`src/rtl/exe_muldiv_unit.sv`:
```
// EXE-stage multiply/divide unit with the architectural HI/LO pair.
// A multiply takes one cycle and a divide takes DATA_W cycles; both then wait in DONE.
// Results reach HI/LO only when the instruction leaves EXE unflushed.
module exe_muldiv_unit #(
  parameter int DATA_W = 32
) (
  input  logic              clk,
  input  logic              rst,
  input  logic              flush_i,
  input  logic              adv_i,
  input  logic              valid_i,
  input  logic [2:0]        op_i,
  input  logic [DATA_W-1:0] src_a_i,
  input  logic [DATA_W-1:0] src_b_i,
  output logic              stall_o,
  output logic [DATA_W-1:0] hi_o,
  output logic [DATA_W-1:0] lo_o,
  output logic              busy_o
);

  localparam int CNT_W = $clog2(DATA_W);

  localparam logic [2:0] OP_MULT  = 3'd1;
  localparam logic [2:0] OP_MULTU = 3'd2;
  localparam logic [2:0] OP_DIV   = 3'd3;
  localparam logic [2:0] OP_DIVU  = 3'd4;
  localparam logic [2:0] OP_MTHI  = 3'd5;
  localparam logic [2:0] OP_MTLO  = 3'd6;

  typedef enum logic [1:0] {
    ST_IDLE = 2'd0,
    ST_MUL  = 2'd1,
    ST_DIV  = 2'd2,
    ST_DONE = 2'd3
  } state_t;

  state_t              state_q, state_d;
  logic [DATA_W-1:0]   hi_q, lo_q;
  logic [DATA_W-1:0]   res_hi_q, res_lo_q;
  logic [CNT_W-1:0]    cnt_q;
  // op_a_q doubles as the dividend/quotient shift register during a divide.
  logic [DATA_W-1:0]   op_a_q, op_b_q;
  logic [DATA_W-1:0]   rem_q;
  logic                signed_q;
  logic                quo_neg_q;
  logic                rem_neg_q;

  logic                is_mul_op, is_div_op, is_signed_op, issue;
  logic                commit, mt_write;
  logic [DATA_W-1:0]   abs_a, abs_b;
  logic [2*DATA_W-1:0] a_ext, b_ext, product;
  logic [DATA_W:0]     rem_shift, rem_diff;
  logic                quo_bit;
  logic [DATA_W-1:0]   rem_next, quo_next, quo_final, rem_final;

  // Issue decode and HI/LO write qualifiers.
  always_comb begin
    is_mul_op    = (op_i == OP_MULT) || (op_i == OP_MULTU);
    is_div_op    = (op_i == OP_DIV)  || (op_i == OP_DIVU);
    is_signed_op = (op_i == OP_MULT) || (op_i == OP_DIV);
    issue        = valid_i && !flush_i && (is_mul_op || is_div_op) && (state_q == ST_IDLE);
    commit       = (state_q == ST_DONE) && adv_i && !flush_i;
    mt_write     = (state_q == ST_IDLE) && valid_i && adv_i && !flush_i;
    // Two's-complement negate leaves the most negative value as itself, which reads
    // correctly as its unsigned magnitude.
    abs_a = (is_signed_op && src_a_i[DATA_W-1]) ? (~src_a_i + 1'b1) : src_a_i;
    abs_b = (is_signed_op && src_b_i[DATA_W-1]) ? (~src_b_i + 1'b1) : src_b_i;
  end

  // Multiplier and one restoring-division step.
  always_comb begin
    // The low 2*DATA_W bits of a product of sign-extended operands equal the signed product.
    a_ext     = {{DATA_W{signed_q & op_a_q[DATA_W-1]}}, op_a_q};
    b_ext     = {{DATA_W{signed_q & op_b_q[DATA_W-1]}}, op_b_q};
    product   = a_ext * b_ext;
    rem_shift = {rem_q, op_a_q[DATA_W-1]};
    rem_diff  = rem_shift - {1'b0, op_b_q};
    quo_bit   = !rem_diff[DATA_W];
    rem_next  = quo_bit ? rem_diff[DATA_W-1:0] : rem_shift[DATA_W-1:0];
    quo_next  = {op_a_q[DATA_W-2:0], quo_bit};
    quo_final = quo_neg_q ? (~quo_next + 1'b1) : quo_next;
    rem_final = rem_neg_q ? (~rem_next + 1'b1) : rem_next;
  end

  // State register.
  always_ff @(posedge clk) begin
    if (rst) begin
      state_q <= ST_IDLE;
    end else begin
      state_q <= state_d;
    end
  end

  // Next-state logic; a flush abandons any operation in flight.
  always_comb begin
    state_d = state_q;
    if (flush_i) begin
      state_d = ST_IDLE;
    end else begin
      case (state_q)
        ST_IDLE: if (issue) state_d = is_mul_op ? ST_MUL : ST_DIV;
        ST_MUL:  state_d = ST_DONE;
        ST_DIV:  if (cnt_q == '0) state_d = ST_DONE;
        ST_DONE: if (adv_i) state_d = ST_IDLE;
        default: state_d = ST_IDLE;
      endcase
    end
  end

  // Outputs: hold the pipe from issue until the result is ready.
  always_comb begin
    stall_o = !flush_i && (issue || (state_q == ST_MUL) || (state_q == ST_DIV));
    busy_o  = (state_q != ST_IDLE);
    hi_o    = hi_q;
    lo_o    = lo_q;
  end

  // Operand latching, multiply result and divider iteration.
  always_ff @(posedge clk) begin
    if (rst) begin
      op_a_q    <= '0;
      op_b_q    <= '0;
      rem_q     <= '0;
      cnt_q     <= '0;
      signed_q  <= 1'b0;
      quo_neg_q <= 1'b0;
      rem_neg_q <= 1'b0;
      res_hi_q  <= '0;
      res_lo_q  <= '0;
    end else begin
      case (state_q)
        ST_IDLE: begin
          if (issue) begin
            signed_q  <= is_signed_op;
            op_a_q    <= is_div_op ? abs_a : src_a_i;
            op_b_q    <= is_div_op ? abs_b : src_b_i;
            quo_neg_q <= is_signed_op && (src_a_i[DATA_W-1] ^ src_b_i[DATA_W-1]);
            rem_neg_q <= is_signed_op && src_a_i[DATA_W-1];
            rem_q     <= '0;
            cnt_q     <= CNT_W'(DATA_W - 1);
          end
        end
        ST_MUL: begin
          res_hi_q <= product[2*DATA_W-1:DATA_W];
          res_lo_q <= product[DATA_W-1:0];
        end
        ST_DIV: begin
          rem_q  <= rem_next;
          op_a_q <= quo_next;
          cnt_q  <= cnt_q - 1'b1;
          if (cnt_q == '0) begin
            res_hi_q <= rem_final;
            res_lo_q <= quo_final;
          end
        end
        default: ;
      endcase
    end
  end

  // Architectural HI/LO: result commit on leaving DONE, or a direct move from IDLE.
  always_ff @(posedge clk) begin
    if (rst) begin
      hi_q <= '0;
      lo_q <= '0;
    end else if (commit) begin
      hi_q <= res_hi_q;
      lo_q <= res_lo_q;
    end else if (mt_write) begin
      if (op_i == OP_MTHI) hi_q <= src_a_i;
      if (op_i == OP_MTLO) lo_q <= src_a_i;
    end
  end

endmodule

```
`config.mk`:
```
export PLATFORM = sky130hd
export DESIGN_NAME = exe_muldiv_unit
export DESIGN_NICKNAME = d
export VERILOG_FILES = /design/src/rtl/exe_muldiv_unit.sv
export SDC_FILE = /design/constraint.sdc
export NUM_CORES = 2
export LEC_CHECK = 0
export ABC_AREA = 1
export CORE_AREA = 10 10 377 379
export DETAILED_ROUTE_END_ITERATION = 6
export DIE_AREA = 0 0 387 389
export GPL_TIMING_DRIVEN = 0
export SYNTH_ARGS = -nofsm -noshare
export SYNTH_HDL_FRONTEND = slang
export SYNTH_SLANG_ARGS = --single-unit
```
`constraint.sdc`:
```
create_clock -name clk -period 9.9 [get_ports clk]
set_input_delay 0.99 -clock clk [delete_from_list [all_inputs] [get_ports clk]]
set_output_delay 0.99 -clock clk [all_outputs]
set_load 0.02 [all_outputs]
```
Word-level counts from Yosys, hierarchy flattened
Index checks and enable logic that the tools add are counted.
{ "word_totals": {"inputBits": 72, "wordCells": 101, "regBits": 234, "out_inout_bits": 66} }
{ "classes": {"eq_ne": 12, "n_bitwise": 7, "n_mul": 1, "mux": 28, "reduce_logical": 35, "n_addsub": 6} }
{ "op_table": {"columns": ["operator", "count"], "rows": [
  ["$mux W32", 17],
  ["$pmux W32 S2", 4],
  ["$add A32 B1 Y32 const B", 4],
  ["$not A32 Y32", 4],
  ["$mul A33 B33 Y64", 1],
  ["$sub A33 B32 Y33", 1],
  ["$logic_and A1 B1 Y1", 12],
  ["$reduce_bool A2 Y1", 6],
  ["$pmux W5 S2", 1],
  ["$reduce_and A2 Y1", 5],
  ["$eq A3 B3 Y1 const B", 3],
  ["$mux W2", 4],
  ["$pmux W2 S4", 1],
  ["$eq A3 B2 Y1 const B", 2],
  ["$logic_or A1 B1 Y1", 6],
  ["$ne A2 B2 Y1 const B", 3],
  ["$logic_not A5 Y1", 1],
  ["$mux W5", 1],
  ["$sub A5 B1 Y5 const B", 1],
  ["$eq A2 B2 Y1 const B", 2],
  ["$eq A3 B1 Y1 const B", 1],
  ["$reduce_and A3 Y1", 1],
  ["$and A1 B1 Y1", 2],
  ["$eq A2 B1 Y1 const B", 1],
  ["other kinds (4)", 5]
]} }

Depth between registers and ports, before layout
{ "logic_depth": {"ltp_word": 8, "depth_mapped": 37, "depth_no_buf": 34} }

Worst setup path before layout
OpenSTA, ideal clock, no wires.
{ "synth_path": {"path_kind": "register -> register", "from": "reg op_a_q[31]", "to": "reg res_hi_q[22]", "path_slack_ns": 2.258, "stages_incl_launch_ff": 31, "setup_time_ns": 0.119, "required_time_ns": 9.781, "path_buffers": 3, "synth_period_minus_slack_ns": 7.642, "t_arrival_ns": 7.523, "path_cell_list": "dfxtp_1 > clkbuf_1 > nand2_1 > clkbuf_1 > clkbuf_1 > nor2_1 > fa_1 > inv_1 > fa_1 > inv_1 > fa_1 > fa_1 > inv_1 > fa_1 > inv_1 > fa_1 > inv_1 > fa_1 > fa_1 > inv_1 > ha_1 > a21oi_1 > o21ai_0 > nor3_1 > nand3_1 > a21o_1 > or2_2 > nand3_1 > nand2_1 > inv_1 > a21oi_1"} }
{ "synth_via": {"elab_chain_cells": 7, "word_cells_on_any_way": 9, "classes_between": "add/sub: 2; mul: 1; mux: 4; bitwise: 2"} }
{ "synth_rtl": {"columns": ["element", "line_no", "text"], "rows": [
  ["start: declaration", "42", "logic [DATA_W-1:0] op_a_q, op_b_q;"],
  ["start signal: assignment", "135", "op_a_q <= is_div_op ? abs_a : src_a_i;"],
  ["start signal: assignment", "149", "op_a_q <= quo_next;"],
  ["$sub A33 B32 Y33", "77", "rem_diff = rem_shift - {1'b0, op_b_q};"],
  ["$mux W32", "79", "rem_next = quo_bit ? rem_diff[DATA_W-1:0] : rem_shift[DATA_W-1:0];"],
  ["$not A32 Y32", "82", "rem_final = rem_neg_q ? (~rem_next + 1'b1) : rem_next;"],
  ["$add A32 B1 Y32", "82", null],
  ["$mux W32", "82", null],
  ["$mux W32", "151", "if (cnt_q == '0) begin"],
  ["$pmux W32 S2 (*)", "131", "case (state_q)"],
  ["end signal: assignment", "144", "res_hi_q <= product[2*DATA_W-1:DATA_W];"],
  ["end signal: assignment", "152", "res_hi_q <= rem_final;"],
  ["end: declaration", "39", "logic [DATA_W-1:0] res_hi_q, res_lo_q;"]
]} }
Mark *: on every way between the ends. The rest lies on a longest branch, timed or not. The select of a mux whose other input is x is not followed.
A chain may end at the register's enable or synchronous reset.

Final worst setup path
{ "layout_path": {"from": "reg op_b_q[15]", "to": "reg res_hi_q[23]"} }
{ "layout_via": {"elab_chain_cells": 7, "word_cells_on_any_way": 8, "classes_between": "add/sub: 2; mul: 1; mux: 4; bitwise: 1"} }
{ "layout_rtl": {"columns": ["element", "line_no", "text"], "rows": [
  ["start: declaration", "42", null],
  ["start signal: assignment", "136", "op_b_q <= is_div_op ? abs_b : src_b_i;"],
  ["$sub A33 B32 Y33", "77", null],
  ["$mux W32", "79", null],
  ["$not A32 Y32", "82", null],
  ["$add A32 B1 Y32", "82", null],
  ["$mux W32", "82", null],
  ["$mux W32", "151", null],
  ["$pmux W32 S2 (*)", "131", null]
]} }
Marks and branches as above.

==> impl_metrics.tcl <==
set metrics [dict create \
    cpPeakStageDelay_ps 850 \
    fin_skew_ps 35.72 \
    worst_setup_path_end_kind "flip-flop" \
    coreArea_mm2 0.1346 \
    ys.flop_type "dfxtp_1" \
    grt_max_degree 25 \
    drt_wl_total_um 233300 \
    path_class "flip-flop to flip-flop" \
    htree_levels 1 \
    cts-buffers-inserted 29 \
    drt-initial-drc-count 5165 \
    hold_path_depth 2 \
    async_flop_share 0 \
    cts_tree "built" \
    die_w_um 387 \
    cts_root_buf "clkbuf_16" \
    area_delta_synth_final_pct 8.562 \
    first_pass_iters 7 \
    holdBufCountCts 0 \
    yosysSeqAreaShare 0.08541 \
    numPlacedInstances 9309 \
    overflow 0 \
    final_common_cell "nand2_1" \
    io_pins 138 \
    cp_max_fo 10 \
    min_to "lo_o[3]$_SDFFE_PP0P_" \
    fp-row-count 135 \
    r2r-start "op_b_q[15]$_SDFFE_PP0P_" \
    fmax_ghz 0.1006 \
    fin_cells 9369 \
    final_nets 9005 \
    seqCellArea_mm2 0.004686 \
    drv_cap 0 \
    die_h_um 389 \
    gp_congestion 1.003 \
    final_cell_mix "nand2_1, inv_1, fa_1, nor2_1, a21oi_1" \
    path_clk_slew_ps 60 \
    clk_latency_ps 610 \
    antenna_found_initial 26 \
    r2r.worst_path.cells 26 \
    hold_class "flip-flop to flip-flop" \
    path_common_cell "fa_1" \
    rsz0062_at_grt "yes" \
    first_global_vias 50797 \
    ys_ff_latch 234 \
    hold_viol 0 \
    syn-num-nets 8845 \
    finalCritPeriodShare 1.004 \
    grt_usage 0.3063 \
    p_per_area_mw_per_mm2 67.69 \
    synth_edf_count 0 \
    die_area_mm2 0.1505 \
    synth_area_mm2 0.05485 \
    yosysUniqueCellTypes 59 \
    hpwl_um 201200 \
    cp_slowest_cell "clkbuf_1" \
    place_ws_ps -455.3 \
    ir_worst_vdd_v 0.0001455 \
    arrival_ps 10430 \
    max-slew-margin-rel 0.08708 \
    drc 2 \
    ff2ff_setup_slack_ps -40 \
    cts_sinks 234 \
    drv_slew 0 \
    setup_viol 1 \
    worst_slack_ps -36.02 \
    portBuffers 136 \
    start_util 0.4074 \
    cts.path.max_buffers 3 \
    multi_input_area_mm2 0.04158 \
    detail-route-antenna-nets 0 \
    startpoint_type "flip-flop" \
    hold_start "lo_o[3]$_SDFFE_PP0P_" \
    grt_pass1_wl_um 343800 \
    vias 50006 \
    synth_top_area_cell "fa_1" \
    synth.top_cell.area_share 0.4110 \
    synth.yosys.warnings 0 \
    tightest_slew_ps 1369 \
    drive_above_1_share 0.02073 \
    leakage_nw 30.91 \
    layout_min_cycle_time_ps 9936 \
    status "complete, but fails checks" \
    violations "design-rule violations, negative setup slack" \
    cp.required_ps 10390 \
    syn_avg_cell_area_um2 7.420 \
    cp_num_buf_inv 7 \
    path_delay_family "adder cells" \
    fin_hold_ws_ps 467.8 \
    netlist_instances 7392 \
    r2r-end "res_hi_q[23]$_SDFFE_PP0P_" \
    synthTopCellsByArea "fa_1, nand2_1, inv_1" \
    finalPower_mw 4.031 \
    via_per_inst 5.337 \
    fillers 14110 \
    crit_start "op_b_q[15]$_SDFFE_PP0P_" \
    routedWlPerCell_um 24.90 \
]
per-layer routing:
layer / wire [um] / share of wire / up-vias / GRT usage
li1: - / - / 22027 / -
met1: 94370 / 0.40 / 25158 / 0.3987
met2: 104700 / 0.45 / 2343 / 0.4867
met3: 21620 / 0.093 / 466 / 0.06735
met4: 12490 / 0.054 / 12 / 0.1387
met5: 74 / 0.00032 / - / 0
layout make-up:
class,instances,area share
Antenna cell,16,0.0006725
Clock buffer,42,0.01418
Clock inverter,9,0.002627
Sequential cell,234,0.07870
Inverter,1887,0.1191
Multi-Input combinational cell,4883,0.6983
Tap cell,1781,0.03743
Timing Repair Buffer,139,0.02345
Buffer,378,0.02551
synthesized netlist by cell type (16+ instances only):
library cell,n
inv_1,1875
o221ai_1,21
nor2_1,340
nand4_1,29
fa_1,1126
nand3_1,179
a21o_1,16
xnor2_1,43
a21oi_1,305
a31oi_1,93
o211ai_1,18
xor2_1,43
o21bai_1,18
clkbuf_1,287
buf_1,89
nor3_1,56
nand2_2,28
a22oi_1,29
dfxtp_1,234
nand2_1,1924
ha_1,255
o21ai_0,243
how the worst max path moves through the flow:
stage | end | slack (ps) | depth (start not counted)
2_1_floorplan | res_hi_q[22]$_SDFFE_PP0P_ | 2260 | 30
3_3_place_gp | res_hi_q[22]$_SDFFE_PP0P_ | -400 | 28
3_5_place_dp | res_hi_q[22]$_SDFFE_PP0P_ | -460 | 28
4_1_cts | res_hi_q[27]$_SDFFE_PP0P_ | 10 | 31
5_1_grt | res_hi_q[27]$_SDFFE_PP0P_ | -9 | 31
6_report | res_hi_q[23]$_SDFFE_PP0P_ | -40 | 26
state kept, by name, summed over array words and instances (netlist names):
signal / flops
state_q: 2
res_lo_q: 32
lo_o: 32
res_hi_q: 32
hi_o: 32
signed_q: 1
rem_neg_q: 1
rem_q: 32
cnt_q: 5
quo_neg_q: 1
op_b_q: 32
op_a_q: 32
power by group:
part	switching, mW	internal (mW)
Combinational	1.34	0.495
Clock	0.466	0.691
Sequential	0.0527	0.991
worst min-delay path, stage by stage (launching register included):
cell     delay (ps)
dfxtp_1         310
nand2_1          60
a21oi_1          50
cell families (layout without fill, tap and decap cells):
kind of cell,Yosys count,after routing,synth area share
xor gates and xnor gates,86,86,0.01373
DFF,234,234,0.08541
adders and majority gates,1381,1381,0.4692
AOI/OAI and AO/OA,792,792,0.08247
and+or+nand+nor,2624,2624,0.1925
buffers and inverters,2275,2455,0.1568
other,0,16,0
timing repair:
item / 4_1_cts / 5_1_grt
resized for setup: 2 / 25
pin swaps: 1 / 0
setup buffers: 1 / 2
setup endpoints to repair: 9 / 14
through the flow:
stage,setup TNS (ps),area [um^2],utilization
5_1_grt,-9.231,59520,0.4421
2_1_floorplan,0,54850,-
3_5_place_dp,-2388,58440,0.4341
4_1_cts,0,59440,0.4416
3_3_place_gp,-2039,58430,0.4341
6_report,-36.02,59540,0.4423
No activity file was read; power rests on OpenSTA's default activity.
